===== src/rtl/alu_share_if.sv =====
// alu_share_if: request, ALU-side and response signals of the shared-ALU arbiter
interface alu_share_if #(parameter int WIDTH = 32);
  logic             req0_valid, req0_ready, req1_valid, req1_ready;
  logic [1:0]       req0_aluop, req1_aluop;
  logic [3:0]       req0_func, req1_func;
  logic [WIDTH-1:0] req0_a, req0_b, req1_a, req1_b;
  logic             flush;
  logic [3:0]       alu_ctl;
  logic [WIDTH-1:0] alu_a, alu_b, alu_result;
  logic             alu_zero;
  logic             resp_valid, resp_id, resp_zero, resp_err;
  logic [WIDTH-1:0] resp_data;
  modport slave (
    input  req0_valid, req0_aluop, req0_func, req0_a, req0_b,
    input  req1_valid, req1_aluop, req1_func, req1_a, req1_b,
    input  flush, alu_result, alu_zero,
    output req0_ready, req1_ready, alu_ctl, alu_a, alu_b,
    output resp_valid, resp_id, resp_data, resp_zero, resp_err
  );
  modport master (
    output req0_valid, req0_aluop, req0_func, req0_a, req0_b,
    output req1_valid, req1_aluop, req1_func, req1_a, req1_b,
    output flush, alu_result, alu_zero,
    input  req0_ready, req1_ready, alu_ctl, alu_a, alu_b,
    input  resp_valid, resp_id, resp_data, resp_zero, resp_err
  );
endinterface


===== src/rtl/alu_share_arbiter.sv =====
// alu_share_arbiter: arbitrates two requesters onto one ALU, decodes ALUOp/FuncCode,
// and returns tagged results through a grant -> issue/capture pipeline
module alu_share_arbiter #(
  parameter int WIDTH        = 32,
  parameter int STARVE_LIMIT = 3
) (
  input logic        clk,
  input logic        rst_n,
  alu_share_if.slave bus
);
  logic [3:0]       cnt, dctl, fn;
  logic [1:0]       op;
  logic [WIDTH-1:0] ga, gb;
  logic             override, grant, gid, derr, issue, capture;
  logic             issue_valid, issue_id, issue_err;
  assign override       = bus.req1_valid && (cnt >= 4'(STARVE_LIMIT));
  assign bus.req1_ready = bus.req1_valid && (!bus.req0_valid || override);
  assign bus.req0_ready = bus.req0_valid && !override;
  assign grant          = bus.req0_ready || bus.req1_ready;
  assign gid            = bus.req1_ready;
  // A flushed port-0 grant is consumed by the handshake but never issued
  assign issue          = grant && !(bus.flush && !gid);
  assign capture        = issue_valid && !(bus.flush && !issue_id);
  always_comb begin
    op   = gid ? bus.req1_aluop : bus.req0_aluop;
    fn   = gid ? bus.req1_func  : bus.req0_func;
    ga   = gid ? bus.req1_a     : bus.req0_a;
    gb   = gid ? bus.req1_b     : bus.req0_b;
    derr = op[1] && !(fn inside {4'b0000, 4'b1000, 4'b0111, 4'b0110, 4'b1100});
    dctl = op == 2'b00   ? 4'b0010 :
           op == 2'b01   ? 4'b0110 :
           fn == 4'b1000 ? 4'b0110 :
           fn == 4'b0111 ? 4'b0000 :
           fn == 4'b0110 ? 4'b0001 :
           fn == 4'b1100 ? 4'b0111 : 4'b0010;
  end
  always_ff @(posedge clk or negedge rst_n) begin
    if (!rst_n) cnt <= 4'd0;
    else if (!bus.req1_valid || bus.req1_ready) cnt <= 4'd0;
    else if (cnt != 4'hF) cnt <= cnt + 4'd1;
  end
  always_ff @(posedge clk or negedge rst_n) begin
    if (!rst_n) begin
      bus.alu_ctl <= 4'b0000;
      bus.alu_a   <= '0;
      bus.alu_b   <= '0;
      issue_valid <= 1'b0;
      issue_id    <= 1'b0;
      issue_err   <= 1'b0;
    end else begin
      issue_valid <= issue;
      if (issue) begin
        if (!derr) bus.alu_ctl <= dctl;
        bus.alu_a <= ga;
        bus.alu_b <= gb;
        issue_id  <= gid;
        issue_err <= derr;
      end
    end
  end
  always_ff @(posedge clk or negedge rst_n) begin
    if (!rst_n) begin
      bus.resp_valid <= 1'b0;
      bus.resp_id    <= 1'b0;
      bus.resp_data  <= '0;
      bus.resp_zero  <= 1'b0;
      bus.resp_err   <= 1'b0;
    end else begin
      bus.resp_valid <= capture;
      if (capture) begin
        bus.resp_id   <= issue_id;
        bus.resp_err  <= issue_err;
        bus.resp_data <= issue_err ? '0 : bus.alu_result;
        bus.resp_zero <= !issue_err && bus.alu_zero;
      end
    end
  end
endmodule


===== src/flat_wrapper.sv =====
// flat-port wrapper written by rule: the top's interface ports become plain ports
module alu_share_arbiter_flat 
#(
  parameter int WIDTH        = 32,
  parameter int STARVE_LIMIT = 3
)
  (clk, rst_n, bus_req0_valid, bus_req0_aluop, bus_req0_func, bus_req0_a, bus_req0_b, bus_req1_valid, bus_req1_aluop, bus_req1_func, bus_req1_a, bus_req1_b, bus_flush, bus_alu_result, bus_alu_zero, bus_req0_ready, bus_req1_ready, bus_alu_ctl, bus_alu_a, bus_alu_b, bus_resp_valid, bus_resp_id, bus_resp_data, bus_resp_zero, bus_resp_err);
  alu_share_if #(.WIDTH(WIDTH)) bus_i ();
  input logic clk;
  input logic rst_n;
  input wire logic [$bits(bus_i.req0_valid)-1:0] bus_req0_valid;
  input wire logic [$bits(bus_i.req0_aluop)-1:0] bus_req0_aluop;
  input wire logic [$bits(bus_i.req0_func)-1:0] bus_req0_func;
  input wire logic [$bits(bus_i.req0_a)-1:0] bus_req0_a;
  input wire logic [$bits(bus_i.req0_b)-1:0] bus_req0_b;
  input wire logic [$bits(bus_i.req1_valid)-1:0] bus_req1_valid;
  input wire logic [$bits(bus_i.req1_aluop)-1:0] bus_req1_aluop;
  input wire logic [$bits(bus_i.req1_func)-1:0] bus_req1_func;
  input wire logic [$bits(bus_i.req1_a)-1:0] bus_req1_a;
  input wire logic [$bits(bus_i.req1_b)-1:0] bus_req1_b;
  input wire logic [$bits(bus_i.flush)-1:0] bus_flush;
  input wire logic [$bits(bus_i.alu_result)-1:0] bus_alu_result;
  input wire logic [$bits(bus_i.alu_zero)-1:0] bus_alu_zero;
  output wire logic [$bits(bus_i.req0_ready)-1:0] bus_req0_ready;
  output wire logic [$bits(bus_i.req1_ready)-1:0] bus_req1_ready;
  output wire logic [$bits(bus_i.alu_ctl)-1:0] bus_alu_ctl;
  output wire logic [$bits(bus_i.alu_a)-1:0] bus_alu_a;
  output wire logic [$bits(bus_i.alu_b)-1:0] bus_alu_b;
  output wire logic [$bits(bus_i.resp_valid)-1:0] bus_resp_valid;
  output wire logic [$bits(bus_i.resp_id)-1:0] bus_resp_id;
  output wire logic [$bits(bus_i.resp_data)-1:0] bus_resp_data;
  output wire logic [$bits(bus_i.resp_zero)-1:0] bus_resp_zero;
  output wire logic [$bits(bus_i.resp_err)-1:0] bus_resp_err;
  assign bus_i.req0_valid = bus_req0_valid;
  assign bus_i.req0_aluop = bus_req0_aluop;
  assign bus_i.req0_func = bus_req0_func;
  assign bus_i.req0_a = bus_req0_a;
  assign bus_i.req0_b = bus_req0_b;
  assign bus_i.req1_valid = bus_req1_valid;
  assign bus_i.req1_aluop = bus_req1_aluop;
  assign bus_i.req1_func = bus_req1_func;
  assign bus_i.req1_a = bus_req1_a;
  assign bus_i.req1_b = bus_req1_b;
  assign bus_i.flush = bus_flush;
  assign bus_i.alu_result = bus_alu_result;
  assign bus_i.alu_zero = bus_alu_zero;
  assign bus_req0_ready = bus_i.req0_ready;
  assign bus_req1_ready = bus_i.req1_ready;
  assign bus_alu_ctl = bus_i.alu_ctl;
  assign bus_alu_a = bus_i.alu_a;
  assign bus_alu_b = bus_i.alu_b;
  assign bus_resp_valid = bus_i.resp_valid;
  assign bus_resp_id = bus_i.resp_id;
  assign bus_resp_data = bus_i.resp_data;
  assign bus_resp_zero = bus_i.resp_zero;
  assign bus_resp_err = bus_i.resp_err;
  alu_share_arbiter #(.WIDTH(WIDTH), .STARVE_LIMIT(STARVE_LIMIT)) u_core (.clk(clk), .rst_n(rst_n), .bus(bus_i));
endmodule

===== config.mk =====
export PLATFORM = sky130hd
export DESIGN_NAME = alu_share_arbiter_flat
export DESIGN_NICKNAME = d
export VERILOG_FILES = /design/src/rtl/alu_share_if.sv /design/src/rtl/alu_share_arbiter.sv /design/src/flat_wrapper.sv
export SDC_FILE = /design/constraint.sdc
export NUM_CORES = 1
export LEC_CHECK = 0
export ABC_AREA = 0
export BUFFER_PORTS_ARGS = -buffer_cell sky130_fd_sc_hd__buf_4
export CORE_MARGIN = 2
export CORE_UTILIZATION = 39
export DETAILED_ROUTE_END_ITERATION = 12
export MAX_ROUTING_LAYER = met4
export PLACE_DENSITY = 0.79
export SYNTH_ARGS = -nofsm -noshare
export SYNTH_HDL_FRONTEND = slang
export SYNTH_SLANG_ARGS = --single-unit
export TNS_END_PERCENT = 50

===== constraint.sdc =====
create_clock -name clk -period 2.8 [get_ports clk]
set_clock_uncertainty 0.2 [all_clocks]
set_input_delay 0.84 -clock clk [delete_from_list [all_inputs] [get_ports clk]]
set_output_delay 0.84 -clock clk [all_outputs]
set_load 0.05 [all_outputs]

==> flow_metrics.env <==
export IMPL_cts_root_buf="clkbuf_16"
export IMPL_syn_inst=486
export IMPL_ys_warn_count=0
export IMPL_cts_clk_slew_worst_paths_ps=70
export IMPL_layout_setup_ws_ps=-3.49
export IMPL_hold_violations=0
export IMPL_syn_avg_cell_area_um2=10.2
export IMPL_drive_gt1_frac=0.415
export IMPL_antenna_cells=0
export IMPL_synthArstFlopShare=1.00
export IMPL_grt_ovfl_total=0
export IMPL_num_vias=4487
export IMPL_antenna_found_initial=0
export IMPL_comb_power_share=0.359
export IMPL_dieArea_um2=13600
export IMPL_ir_drop_uv=289
export IMPL_num_fill_cells=1070
export IMPL_worst_setup_path_start_kind="flop"
export IMPL_cts_tree="built"
export IMPL_wirelength_um=14100
export IMPL_drc=0
export IMPL_drt_vias_per_instance=4.80
export IMPL_crit_path_end_kind="primary output"
export IMPL_power_switching_mw=1.83
export IMPL_htree_levels=3
export IMPL_p_int_mw=3.02
export IMPL_grt_pass1_vias=4425
export IMPL_ff2ff_setup_slack_ps=540
export IMPL_dp_slack_ps=18.7
export IMPL_final_core_util=0.605
export IMPL_nets=936
export IMPL_pwr_share_clk=0.240
export IMPL_fin_crit_sh=1.00
export IMPL_tightest_slew_ps=814
export IMPL_dp_hpwl_um=10800
export IMPL_coreArea_um2=12500
export IMPL_synth_seq_cells=110
export IMPL_insertion_delay_ps=340
export IMPL_powerDensity_nw_per_um2=640
export IMPL_fin_crit_ps=2800
export IMPL_gp_congestion=0.826
export IMPL_wire_per_inst_um=15.1
export IMPL_setup_viol=1
export IMPL_slew_headroom=0.457
export IMPL_die_x_um=117
export IMPL_drv_cap=0
export IMPL_p_sw_frac=0.377
export IMPL_seqPwrFrac=0.401
export IMPL_initial_core_util=0.396
export IMPL_max_freq_ghz=0.357
export IMPL_status="finished, violations left"
export IMPL_leakage_nw=4.07
export IMPL_numPortBuffers=282
export IMPL_ant_nets=0
export IMPL_reg2reg_depth=7
export IMPL_crit_type="flop to primary output"
export IMPL_ys_flop_type="dfrtp_1"
export IMPL_cts_buffers_inserted=9
export IMPL_critPathArrivalTime_ps=1760
export IMPL_grt_max_degree=131
export IMPL_r2r_start="u_core.cnt[1]"
export IMPL_gr_usage_all_layers=0.208
export IMPL_ios=284
export IMPL_violations="negative setup slack"
export IMPL_rows=41
export IMPL_r2r_end="u_core.bus.alu_ctl[1]"
export IMPL_slew_viol_final=0
export IMPL_critPathMaxFanout=3
export IMPL_die_y_um=117
export IMPL_drtIter0Drc=279
export IMPL_numClockSinks=110
export IMPL_ys_seq_area_frac=0.556
export IMPL_rsz0062_at_grt="yes"
export IMPL_netlist_area_um2=4950
export IMPL_grt_pass1_wl_um=21200
export IMPL_synth_edf_count=0
export IMPL_synth_cell_types=36
export IMPL_clock_path_buffers=2
export IMPL_min_path_type="input pin to asynchronous set/reset pin"
export IMPL_dr_pass1_iters=4
export IMPL_area_growth_pct=52.8
export IMPL_worst_ep_required_time_ps=1760
==> how the worst max path moves through the flow <==
stage	slack [ps]	cells after the start	from	endpoint
6_report	-3	5	u_core.cnt[1]	bus_req1_ready
5_1_grt	-80	5	u_core.cnt[1]	bus_req1_ready
4_1_cts	-10	5	u_core.cnt[0]	bus_req1_ready
3_5_place_dp	20	5	bus_req0_valid	bus_req1_ready
3_3_place_gp	30	5	bus_req0_valid	bus_req1_ready
2_1_floorplan	4	5	bus_req0_valid	bus_req1_ready
==> through the flow <==
stage	instance area [um2]	cells	total power [mW]	hold slack [ps]	setup TNS [ps]
floorplan	4980	488	3.01	213	0
global placement	7280	917	3.68	224	0
detailed placement	7280	917	3.72	239	0
CTS	7560	934	4.90	186	-18.7
global route	7570	934	5.08	209	-75.3
finish	7570	934	4.84	196	-3.49
==> cells in the final DEF, fill, tap and decap left out, drive strengths merged, types with 2 or more instances in the layout <==
| master | synthesis | routed |
|---|---|---|
| clkbuf | 22 | 11 |
| nand3 | 2 | 2 |
| conb | 1 | 3 |
| mux2i | 66 | 66 |
| o21ai | 98 | 98 |
| inv | 6 | 7 |
| dfrtp | 110 | 110 |
| buf | 11 | 291 |
| nand3b | 2 | 2 |
| xnor2 | 2 | 2 |
| nand2b | 33 | 33 |
| nand2 | 106 | 106 |
| a2bb2oi | 2 | 2 |
| mux2 | 2 | 2 |
| a221o | 2 | 2 |
| nor2 | 3 | 3 |
| nor2b | 3 | 3 |
| or2 | 2 | 2 |
| clkinv | 0 | 4 |
==> what timing repair did <==
item / CTS / global route
resized for setup: 2 / 1
setup buffers: 1 / 0
endpoints found under the hold margin: 0 / 0
cloned: 0 / 0
pin swaps: 0 / 1
hold buffers: 0 / 0
setup endpoints to repair: 2 / 2
==> logic make-up after synthesis <==
group                    synth area share
AO/OA/AOI/OAI                       0.116
XOR/XNOR                          0.00354
adder cells (fa/ha/maj)           0.00253
buffers and inverters              0.0359
flip-flops                          0.556
multiplexers                        0.138
other                            0.000757
AND/OR/NAND/NOR                     0.147
==> cell type report <==
class,count,area (um2),share of cell area
flip-flops and latches,110,2750,0.364
repair buffers,291,2250,0.297
multi-input cells,339,2060,0.272
clock buffers,11,233,0.0307
well taps,172,215,0.0284
clock inverters,5,32.5,0.00430
inverters,6,23.8,0.00314
==> worst max-delay path, cell delays in order, from the launching register on <==
cell and delay, ps:
dfrtp_1 390, ha_2 210, or4b_4 510, nand2_4 80
clkinv_2 70, buf_6 160
==> registers in the layout, indices dropped and copies added (netlist names) <==
signal and cells:
u_core.bus.alu_ctl 3, u_core.bus.resp_valid 1, u_core.bus.alu_a 32, u_core.issue_err 1
u_core.issue_valid 1, u_core.issue_id 1, u_core.bus.resp_data 32, u_core.bus.alu_b 32
u_core.cnt 4, u_core.bus.resp_zero 1, u_core.bus.resp_id 1, u_core.bus.resp_err 1
==> layer usage <==
metal	routed length, um	track usage
met5	0	-
met4	304	0.0800
met3	1020	0.0368
met2	7060	0.356
met1	5710	0.243
==> power by group through the flow <==
stage               logic, mW  clock network [mW]  registers [mW]
detailed placement       1.75                   0            1.97
CTS                      1.75                1.20            1.94
global placement         1.72                   0            1.96
global route             1.85                1.27            1.97
floorplan               0.355                   0            2.66
finish                   1.74                1.16            1.94
==> cells in the mapped netlist, drive strengths merged (2+ instances only) <==
master,instances,share of area
nor2,3,0.0023
xnor2,2,0.0035
nor2b,3,0.0038
nand2,106,0.082
buf,11,0.015
a2bb2oi,2,0.0035
nand3,2,0.0020
nand3b,2,0.0030
nand2b,33,0.042
o21ai,98,0.099
or2,2,0.0025
clkbuf,22,0.017
mux2,2,0.0045
dfrtp,110,0.56
a221o,2,0.0040
inv,6,0.0045
mux2i,66,0.13
(Power assumes the default switching activity.)
